--- src/rtl/spi_cfg_arbiter_pkg.sv ---
// Shared types and FMC-200A command-word layout for the SPI configuration arbiter.
package spi_cfg_pkg;

  typedef enum logic [1:0] {
    StIdle,
    StIssue,
    StWaitDone,
    StGap
  } state_t;

  localparam int unsigned CmdWidth = 16;

  // FMC-200A command word: [15] read/not-write, [14:8] register address, [7:0] data.
  localparam int unsigned CmdRnwBit  = 15;
  localparam int unsigned CmdAddrLsb = 8;
  localparam int unsigned CmdAddrW   = 7;
  localparam int unsigned CmdDataLsb = 0;
  localparam int unsigned CmdDataW   = 8;

endpackage

--- src/rtl/spi_cfg_arbiter_rr_pick.sv ---
// Combinational round-robin picker: first set request at or above ptr_i, wrapping around.
module rr_pick #(
  parameter int unsigned NUM_REQ = 3,
  localparam int unsigned IdxW = $clog2(NUM_REQ)
) (
  input  logic [NUM_REQ-1:0] req_i,
  input  logic [IdxW-1:0]    ptr_i,
  output logic [NUM_REQ-1:0] gnt_o,
  output logic [IdxW-1:0]    idx_o,
  output logic               any_o
);

  int unsigned pos;

  always_comb begin
    gnt_o = '0;
    idx_o = '0;
    any_o = 1'b0;
    pos   = 0;
    for (int unsigned i = 0; i < NUM_REQ; i++) begin
      pos = (int'(ptr_i) + i) % NUM_REQ;
      if (!any_o && req_i[pos]) begin
        any_o      = 1'b1;
        gnt_o[pos] = 1'b1;
        idx_o      = IdxW'(pos);
      end
    end
  end

endmodule

--- src/rtl/spi_cfg_arbiter.sv ---
// Round-robin arbiter sharing one SPI config master between requesters, with an enforced
// inter-transaction idle gap and a start-to-done timeout.
module spi_cfg_arbiter
  import spi_cfg_pkg::*;
#(
  parameter int unsigned NUM_REQ     = 3,
  parameter int unsigned CMD_W       = CmdWidth,
  parameter int unsigned GAP_CYC     = 48,
  parameter int unsigned TIMEOUT_CYC = 1024,
  localparam int unsigned IdxW       = $clog2(NUM_REQ)
) (
  input  logic                     i_clk,
  input  logic                     i_rst_n,
  input  logic [NUM_REQ-1:0]       i_req_valid,
  input  logic [NUM_REQ*CMD_W-1:0] i_req_cmd,
  output logic [NUM_REQ-1:0]       o_req_ready,
  output logic [NUM_REQ-1:0]       o_req_done,
  output logic [NUM_REQ-1:0]       o_req_err,
  output logic                     o_spi_start,
  output logic [CMD_W-1:0]         o_spi_cmd,
  input  logic                     i_spi_done,
  output logic                     o_busy,
  output logic [IdxW-1:0]          o_grant
);

  localparam int unsigned ToW  = $clog2(TIMEOUT_CYC + 1);
  localparam int unsigned GapW = $clog2(GAP_CYC + 1);

  state_t             state_q, state_d;
  logic [IdxW-1:0]    rr_ptr_q, rr_ptr_d;
  logic [IdxW-1:0]    grant_q, grant_d;
  logic [CMD_W-1:0]   cmd_q, cmd_d;
  logic               start_q, start_d;
  logic               busy_q, busy_d;
  logic [NUM_REQ-1:0] done_q, done_d;
  logic [NUM_REQ-1:0] err_q, err_d;
  logic [ToW-1:0]     to_cnt_q, to_cnt_d;
  logic [GapW-1:0]    gap_cnt_q, gap_cnt_d;

  logic [NUM_REQ-1:0] pick_gnt;
  logic [IdxW-1:0]    pick_idx;
  logic               pick_any;
  logic               accept;

  rr_pick #(
    .NUM_REQ(NUM_REQ)
  ) u_rr_pick (
    .req_i(i_req_valid),
    .ptr_i(rr_ptr_q),
    .gnt_o(pick_gnt),
    .idx_o(pick_idx),
    .any_o(pick_any)
  );

  // Ready is gated by reset so nothing can be accepted while the block is held in reset.
  assign o_req_ready = (i_rst_n && state_q == StIdle) ? pick_gnt : '0;
  assign accept      = i_rst_n && (state_q == StIdle) && pick_any;

  always_comb begin
    state_d   = state_q;
    rr_ptr_d  = rr_ptr_q;
    grant_d   = grant_q;
    cmd_d     = cmd_q;
    start_d   = 1'b0;
    done_d    = '0;
    err_d     = '0;
    to_cnt_d  = to_cnt_q;
    gap_cnt_d = gap_cnt_q;
    unique case (state_q)
      StIdle: begin
        if (accept) begin
          cmd_d    = i_req_cmd[int'(pick_idx)*CMD_W +: CMD_W];
          grant_d  = pick_idx;
          rr_ptr_d = (pick_idx == IdxW'(NUM_REQ - 1)) ? '0 : pick_idx + 1'b1;
          start_d  = 1'b1;
          state_d  = StIssue;
        end
      end
      StIssue: begin
        to_cnt_d = '0;
        state_d  = StWaitDone;
      end
      StWaitDone: begin
        // Done takes priority over a coincident timeout.
        if (i_spi_done) begin
          done_d[grant_q] = 1'b1;
          gap_cnt_d       = '0;
          state_d         = StGap;
        end else if (to_cnt_q == ToW'(TIMEOUT_CYC - 1)) begin
          err_d[grant_q] = 1'b1;
          gap_cnt_d      = '0;
          state_d        = StGap;
        end else if (to_cnt_q != ToW'(TIMEOUT_CYC)) begin
          to_cnt_d = to_cnt_q + 1'b1;
        end
      end
      StGap: begin
        if (gap_cnt_q == GapW'(GAP_CYC)) begin
          state_d = StIdle;
        end else begin
          gap_cnt_d = gap_cnt_q + 1'b1;
        end
      end
      default: state_d = StIdle;
    endcase
    busy_d = (state_d != StIdle);
  end

  always_ff @(posedge i_clk or negedge i_rst_n) begin
    if (!i_rst_n) begin
      state_q   <= StIdle;
      rr_ptr_q  <= '0;
      grant_q   <= '0;
      cmd_q     <= '0;
      start_q   <= 1'b0;
      busy_q    <= 1'b0;
      done_q    <= '0;
      err_q     <= '0;
      to_cnt_q  <= '0;
      gap_cnt_q <= '0;
    end else begin
      state_q   <= state_d;
      rr_ptr_q  <= rr_ptr_d;
      grant_q   <= grant_d;
      cmd_q     <= cmd_d;
      start_q   <= start_d;
      busy_q    <= busy_d;
      done_q    <= done_d;
      err_q     <= err_d;
      to_cnt_q  <= to_cnt_d;
      gap_cnt_q <= gap_cnt_d;
    end
  end

  assign o_spi_start = start_q;
  assign o_spi_cmd   = cmd_q;
  assign o_busy      = busy_q;
  assign o_grant     = grant_q;
  assign o_req_done  = done_q;
  assign o_req_err   = err_q;

endmodule
--- config.mk ---
export PLATFORM = sky130hd
export DESIGN_NAME = spi_cfg_arbiter
export DESIGN_NICKNAME = d
export VERILOG_FILES = /design/src/rtl/spi_cfg_arbiter_pkg.sv /design/src/rtl/spi_cfg_arbiter_rr_pick.sv /design/src/rtl/spi_cfg_arbiter.sv
export SDC_FILE = /design/constraint.sdc
export NUM_CORES = 1
export LEC_CHECK = 0
export ABC_AREA = 0
export CAP_MARGIN = 15
export CORE_UTILIZATION = 49
export CTS_BUF_LIST = sky130_fd_sc_hd__clkbuf_8
export CTS_CLUSTER_SIZE = 12
export DETAILED_ROUTE_END_ITERATION = 10
export GPL_TIMING_DRIVEN = 0
export PLACE_DENSITY = 0.83
export SYNTH_ARGS = -nofsm -noshare
export SYNTH_HDL_FRONTEND = slang
export SYNTH_SLANG_ARGS = --single-unit
--- constraint.sdc ---
create_clock -name i_clk -period 2.6 [get_ports i_clk]
set_input_delay 0.39 -clock i_clk [delete_from_list [all_inputs] [get_ports i_clk]]
set_output_delay 0.39 -clock i_clk [all_outputs]
set_load 0.05 [all_outputs]
# ---- Word level (Yosys, flattened, before mapping)
# Cells that the tools add are included.
dict set report totals {
  regBits 47
  memories 0
  latch_bits 0
  romBits 0
  in_bits 54
  ram_bits 0
}
dict set report op_classes {
  n_addsub 5
  shifts 1
  div 3
  n_bitwise 2
  eq_ne 12
  mul 0
  reduce_logical 17
  mux 45
  n_lt_le_gt_ge 8
}
# operator count
set op_table {}
lappend op_table {{32-bit by 1-bit greater-or-equal comparator with 1-bit output (second input constant)} 3}
lappend op_table {{32-bit by 3-bit < comparator with 1-bit output (second input constant)} 3}
lappend op_table {{32-bit by 2-bit remainder unit with 32-bit output (second input constant)} 2}
lappend op_table {{48-bit by 7-bit indexed part select with 16-bit output} 1}
lappend op_table {{11-bit two-way mux} 3}
lappend op_table {{2-bit by 2-bit remainder unit with 32-bit output (second input constant)} 1}
lappend op_table {{3-bit two-way mux} 9}
lappend op_table {{11-bit one-hot mux with 2 select lines} 1}
lappend op_table {{6-bit two-way mux} 3}
lappend op_table {{2-bit two-way mux} 8}
lappend op_table {{1-bit two-way mux} 12}
lappend op_table {{6-bit one-hot mux with 2 select lines} 1}
lappend op_table {{11-bit by 1-bit adder with 11-bit output (second input constant)} 1}
lappend op_table {{11-bit by 10-bit equality test with 1-bit output (second input constant)} 1}
lappend op_table {{11-bit != test (second input constant)} 1}
lappend op_table {{1-bit demux with 2-bit select} 4}
lappend op_table {{1-bit logical AND} 8}
lappend op_table {{2-bit != test (second input constant)} 4}
lappend op_table {{2-bit one-hot mux with 4 select lines} 1}
lappend op_table {{6-bit by 1-bit adder with 6-bit output (second input constant)} 1}
lappend op_table {{1-bit binary-select mux with 2-bit select} 3}
lappend op_table {{2-bit equality test (second input constant)} 3}
lappend op_table {{6-bit equality test (second input constant)} 1}
lappend op_table {{3-bit bitwise OR} 2}
lappend op_table {{other kinds (13)} 16}

# ---- Logic depth before layout (Yosys ltp)
dict set report logic_depth {
  ltp_word 14
  ltp_mapped 11
  mapped_depth_nobuf 9
}

# ---- Cells and area by module
# Synthesis repeated with hierarchy kept, for this count alone.
dict set report unflattened {
  hier_cells 336
  area_unflattened_um2 2969.1
}
# module seq_area_each_um2 area_per_inst_um2 cells_per_inst instances
set modules_own_cells {}
lappend modules_own_cells {spi_cfg_arbiter 1176.1 2587.5 284 1}
lappend modules_own_cells {rr_pick 0.0 381.6 52 1}

# ---- Least setup slack after synthesis
# Ideal clock, no wire load.
dict set report synth_timing {
  path_kind {reg-to-output}
  start {register rr_ptr_q[0]}
  end {output o_req_ready[0]}
  stages_incl_launch_ff 8
  slack_ps -479
  t_arrival_ps 2689
  n_path_buf 1
  cell_sequence {dfrtp_1 inv_1 ha_1 buf_2 nand2_1 o32ai_1 a22oi_1 a211oi_1}
}
dict set report synth_between {
  elab_chain_cells 11
}
# element line
set synth_rtl {}
lappend synth_rtl {{from (decl)} spi_cfg_arbiter.sv:30} ;# logic [IdxW-1:0] rr_ptr_q, rr_ptr_d;
lappend synth_rtl {{from (signal assigned)} spi_cfg_arbiter.sv:123} ;# rr_ptr_q <= rr_ptr_d;
lappend synth_rtl {{2-bit by 1-bit adder with 3-bit output or 2-bit by 2-bit remainder unit with 32-bit output (tied branches)} spi_cfg_arbiter_rr_pick.sv:21} ;# pos = (int'(ptr_i) + i) % NUM_REQ;
lappend synth_rtl {{32-bit by 2-bit remainder unit with 32-bit output, or another cell as far along} spi_cfg_arbiter_rr_pick.sv:21}
lappend synth_rtl {{32-bit by 1-bit greater-or-equal comparator with 1-bit output (implied by the code), or another cell as far along} spi_cfg_arbiter_rr_pick.sv:24} ;# gnt_o[pos] = 1'b1;
lappend synth_rtl {{1-bit logical AND (implied by the code), or another cell as far along} spi_cfg_arbiter_rr_pick.sv:24}
lappend synth_rtl {{1-bit two-way mux (implied by the code), or another cell as far along} spi_cfg_arbiter_rr_pick.sv:24}
lappend synth_rtl {{1-bit demux with 2-bit select, or another cell as far along} --}
lappend synth_rtl {{3-bit bitwise OR (no line) or 1-bit two-way mux (tied branches)} --}
lappend synth_rtl {{3-bit two-way mux or 1-bit zero test (tied branches)} spi_cfg_arbiter_rr_pick.sv:22} ;# if (!any_o && req_i[pos]) begin
lappend synth_rtl {{3-bit bitwise OR (no line) or 1-bit logical AND (tied branches)} --}
lappend synth_rtl {{3-bit two-way mux (*)} spi_cfg_arbiter_rr_pick.sv:22}
lappend synth_rtl {{3-bit two-way mux (*)} spi_cfg_arbiter.sv:56} ;# assign o_req_ready = (i_rst_n && state_q == StIdle) ? pick_gnt : '0;
lappend synth_rtl {{to (decl)} spi_cfg_arbiter.sv:16} ;# output logic [NUM_REQ-1:0] o_req_ready,
# Every way passes the cells marked *; elsewhere a longest branch is shown, timed or not. The select of a mux whose other input is x is not followed.

# ---- Worst setup path after layout
dict set report layout_timing {
  start {register rr_ptr_q[0]}
  end {output o_req_ready[2]}
}
# The elaborated chain is that of the path after synthesis.

==> results.sh <==
export IMPL_die_y_um=77.21
export IMPL_yosysWarnings=0
export IMPL_outcome="finished with violations"
export IMPL_synth_compound_area_share_pct=23.75
export IMPL_clk_pin_slew_ns=0.09
export IMPL_avgRoutedWirePerCell_um=15.52
export IMPL_seq_power_share_pct=50.0
export IMPL_ys_ff_latch=47
export IMPL_clockPowerShare_pct=26.7
export IMPL_dieArea_mm2=0.005961
export IMPL_syn_area_mm2=0.002771
export IMPL_grt_pass1_vias=2398
export IMPL_combPwrFrac_pct=23.3
export IMPL_final_max_slew_viol_count=0
export IMPL_final_period_utilization_pct=100.5
export IMPL_wl_um=6750
export IMPL_required_ns=2.21
export IMPL_most_common_layout_cells="76 x clkdlybuf4s50_1, 46 x dfrtp_1, 45 x nor2_1"
export IMPL_cts_path_max_buffers=2
export IMPL_htreeDepth=2
export IMPL_io_pins=83
export IMPL_hold_ws_ns=0.06629
export IMPL_holdCritPathClass="input port to asynchronous set/reset pin"
export IMPL_grt_use_met1_pct=28.57
export IMPL_synth_xor_area_share_pct=3.160
export IMPL_async_reset_ff_share_pct=100.0
export IMPL_dpl_worst_slack_ns=-0.7984
export IMPL_max_slew_worst_pin_slew_ns=0.5663
export IMPL_place_congestion=0.8169
export IMPL_postRouteAntennaNets=0
export IMPL_synth_fa_ha_area_share_pct=3.612
export IMPL_antenna_found_initial=0
export IMPL_reg2reg_depth=10
export IMPL_fin_crit_ns=2.612
export IMPL_rsz0062_at_grt="yes"
export IMPL_power_switching_share_pct=29.35
export IMPL_synth_edf_count=0
export IMPL_leakagePower_nw=1.669
export IMPL_drt_initial_drc_count=136
export IMPL_dr_pass1_iters=4
export IMPL_avgSynthCellArea_um2=10.42
export IMPL_synth_top_family_by_area="compound AO/OA/AOI/OAI gates"
export IMPL_fp_coreArea_mm2=0.005473
export IMPL_hold_violations=0
export IMPL_violations="setup timing"
export IMPL_ys_seq_area_share_pct=42.44
export IMPL_dominantRegCellSynth="dfrtp_1"
export IMPL_vias=2400
export IMPL_fmax_mhz=382.8
export IMPL_syn2layout_area_growth_pct=43.30
export IMPL_ir_worst_vdd_mv=0.2599
export IMPL_fill_cells=416
export IMPL_grt_max_degree=26
export IMPL_final_layout_size_suffix_gt1_share_pct=22.04
export IMPL_start_util_pct=50.64
export IMPL_power_internal_mw=1.200
export IMPL_cts_tree="built"
export IMPL_synth_simple_area_share_pct=17.92
export IMPL_final_nets=424
export IMPL_syn_num_nets=328
export IMPL_cts_root_buf="clkbuf_8"
export IMPL_power_density_mw_per_mm2=427.6
export IMPL_skew_ns=0.01123
export IMPL_worstSkewPairLatency_ns=0.30
export IMPL_criticalPathCategory="flop to primary output"
export IMPL_rows=27
export IMPL_antennaDiodeCount=0
export IMPL_clock_sinks=47
export IMPL_finalWorstSetupSlack_ns=-0.01207
export IMPL_io_buffers=80
export IMPL_grt_pass1_wl_um=11140
export IMPL_layout_commonest_cell="clkdlybuf4s50_1"
export IMPL_drc=0
export IMPL_finalSetupViolCount=1
export IMPL_grt_total_usage_pct=23.72
export IMPL_crit_start="rr_ptr_q[0]$_DFFE_PN0P_"
export IMPL_vias_per_cell=5.517
export IMPL_grt_met3_usage_pct=5.952
export IMPL_synth_cells=266
export IMPL_cts_hold_buf=0
export IMPL_muxShareOfSynthArea_pct=2.844
export IMPL_cp_data_arrival_time_ns=2.22
export IMPL_slew_headroom_pct=62.25
export IMPL_maxCapViolCount=0
export IMPL_cp_max_fo=3
export IMPL_ys_types=58
export IMPL_area_sequential_mm2=0.001177
export IMPL_multi_input_area_mm2=0.001529
export IMPL_worstSetupEndpointType="primary output"
export IMPL_busiest_layer="met2"
export IMPL_p_sw_mw=0.4984
export IMPL_timing_rr_start="rr_ptr_q[0]$_DFFE_PN0P_"
export IMPL_overflow=0
export IMPL_dp_hpwl_um=4945
export IMPL_startpoint_type="flop"
export IMPL_grtUsageMet2_pct=40.53
export IMPL_die_w_um=77.21
export IMPL_cts_buffers=5
==> kinds of logic after synthesis <==
kind of cell | Yosys count
buffers and inverters | 26
and+or+nand+nor | 102
DFF | 47
muxes | 6
xor gates and xnor gates | 10
adders and majority gates | 8
AOI/OAI and AO/OA | 67
==> timing repair <==
| action | CTS | global route |
|---|---|---|
| resized for setup | 32 | 13 |
| setup buffers | 3 | 5 |
| pin swaps | 5 | 5 |
| cloned | 0 | 0 |
| endpoints found under the setup margin | 3 | 3 |
==> per-stage QoR <==
step	cells	area, um^2	TNS [ns]	utilization [%]	power, mW
after floorplan	266	2799	-0.04786	-	1.066
after global placement	418	3690	-43.72	67.42	1.214
after detailed placement	419	3712	-2.991	67.83	1.237
after CTS	430	3880	0	70.90	1.700
after global routing	435	3971	-0.2443	72.57	1.782
final	435	3971	-0.01207	72.57	1.698
==> cell usage after synthesis (all sizes together) (3+ instances only) <==
library cell / count / area, um^2
a221oi: 16 / 196.4
mux2i: 4 / 52.55
a22oi: 3 / 22.52
inv: 10 / 37.54
o21ai: 8 / 40.03
nand4: 4 / 25.02
a21boi: 3 / 37.54
or3: 4 / 25.02
a21oi: 6 / 30.03
ha: 8 / 100.1
xor2: 9 / 78.83
buf: 13 / 120.1
nand3: 7 / 35.03
nor4b: 3 / 26.28
and3: 3 / 18.77
o2bb2ai: 16 / 202.7
nand2b: 4 / 25.02
dfrtp: 47 / 1176
nor3: 4 / 31.28
nor2: 45 / 168.9
nand2: 18 / 67.56
nor2b: 3 / 18.77
==> routing by layer <==
layer / part of all wire (%) / up-vias
met3: 6.4 / 11
met5: 0 / -
met2: 50 / 95
met1: 42 / 1142
met4: 1.7 / 0
li1: - / 1152
==> worst paths after layout <==
path	to	slack, ns
worst max-delay path	o_req_ready[2]	-0.01
worst max register to register	o_spi_cmd[14]$_DFFE_PN0P_	0.09
max in group asynchronous	o_spi_cmd[9]$_DFFE_PN0P_	2.02
min in group i_clk	to_cnt_q[10]$_DFFE_PN0P_	0.52
worst min-delay path	to_cnt_q[3]$_DFFE_PN0P_	0.07
worst min register to register	to_cnt_q[10]$_DFFE_PN0P_	0.52
==> state kept, by name, summed over array words and instances (netlist names) <==
register / count
o_req_done: 3
state_q: 2
o_spi_start: 1
o_spi_cmd: 16
rr_ptr_q: 2
o_grant: 2
gap_cnt_q: 6
o_busy: 1
to_cnt_q: 11
o_req_err: 3
==> critical path, stage by stage, from the launching register on <==
cell	delay (ns)
dfrtp_1	0.40
inv_2	0.08
ha_4	0.30
mux2i_1	0.34
or2_4	0.22
o21ai_4	0.08
a311oi_4	0.32
buf_6	0.20
==> power groups by stage <==
stage / logic [mW] / clock network (mW) / registers, mW
floorplan: 0.198 / 0 / 0.868
global placement: 0.358 / 0 / 0.856
detailed placement: 0.378 / 0 / 0.859
CTS: 0.389 / 0.464 / 0.847
global route: 0.436 / 0.492 / 0.854
finish: 0.395 / 0.454 / 0.849
==> cell type report <==
class                           instances  area share (%)
Timing Repair Buffer                   89           22.34
Clock inverter                          2          0.3151
Buffer                                 15           3.655
Multi-Input combinational cell        193           38.50
Sequential cell                        47           29.65
Clock buffer                            6           2.079
Inverter                               11           1.197
Tap cell                               72           2.268
(Power assumes the default switching activity.)
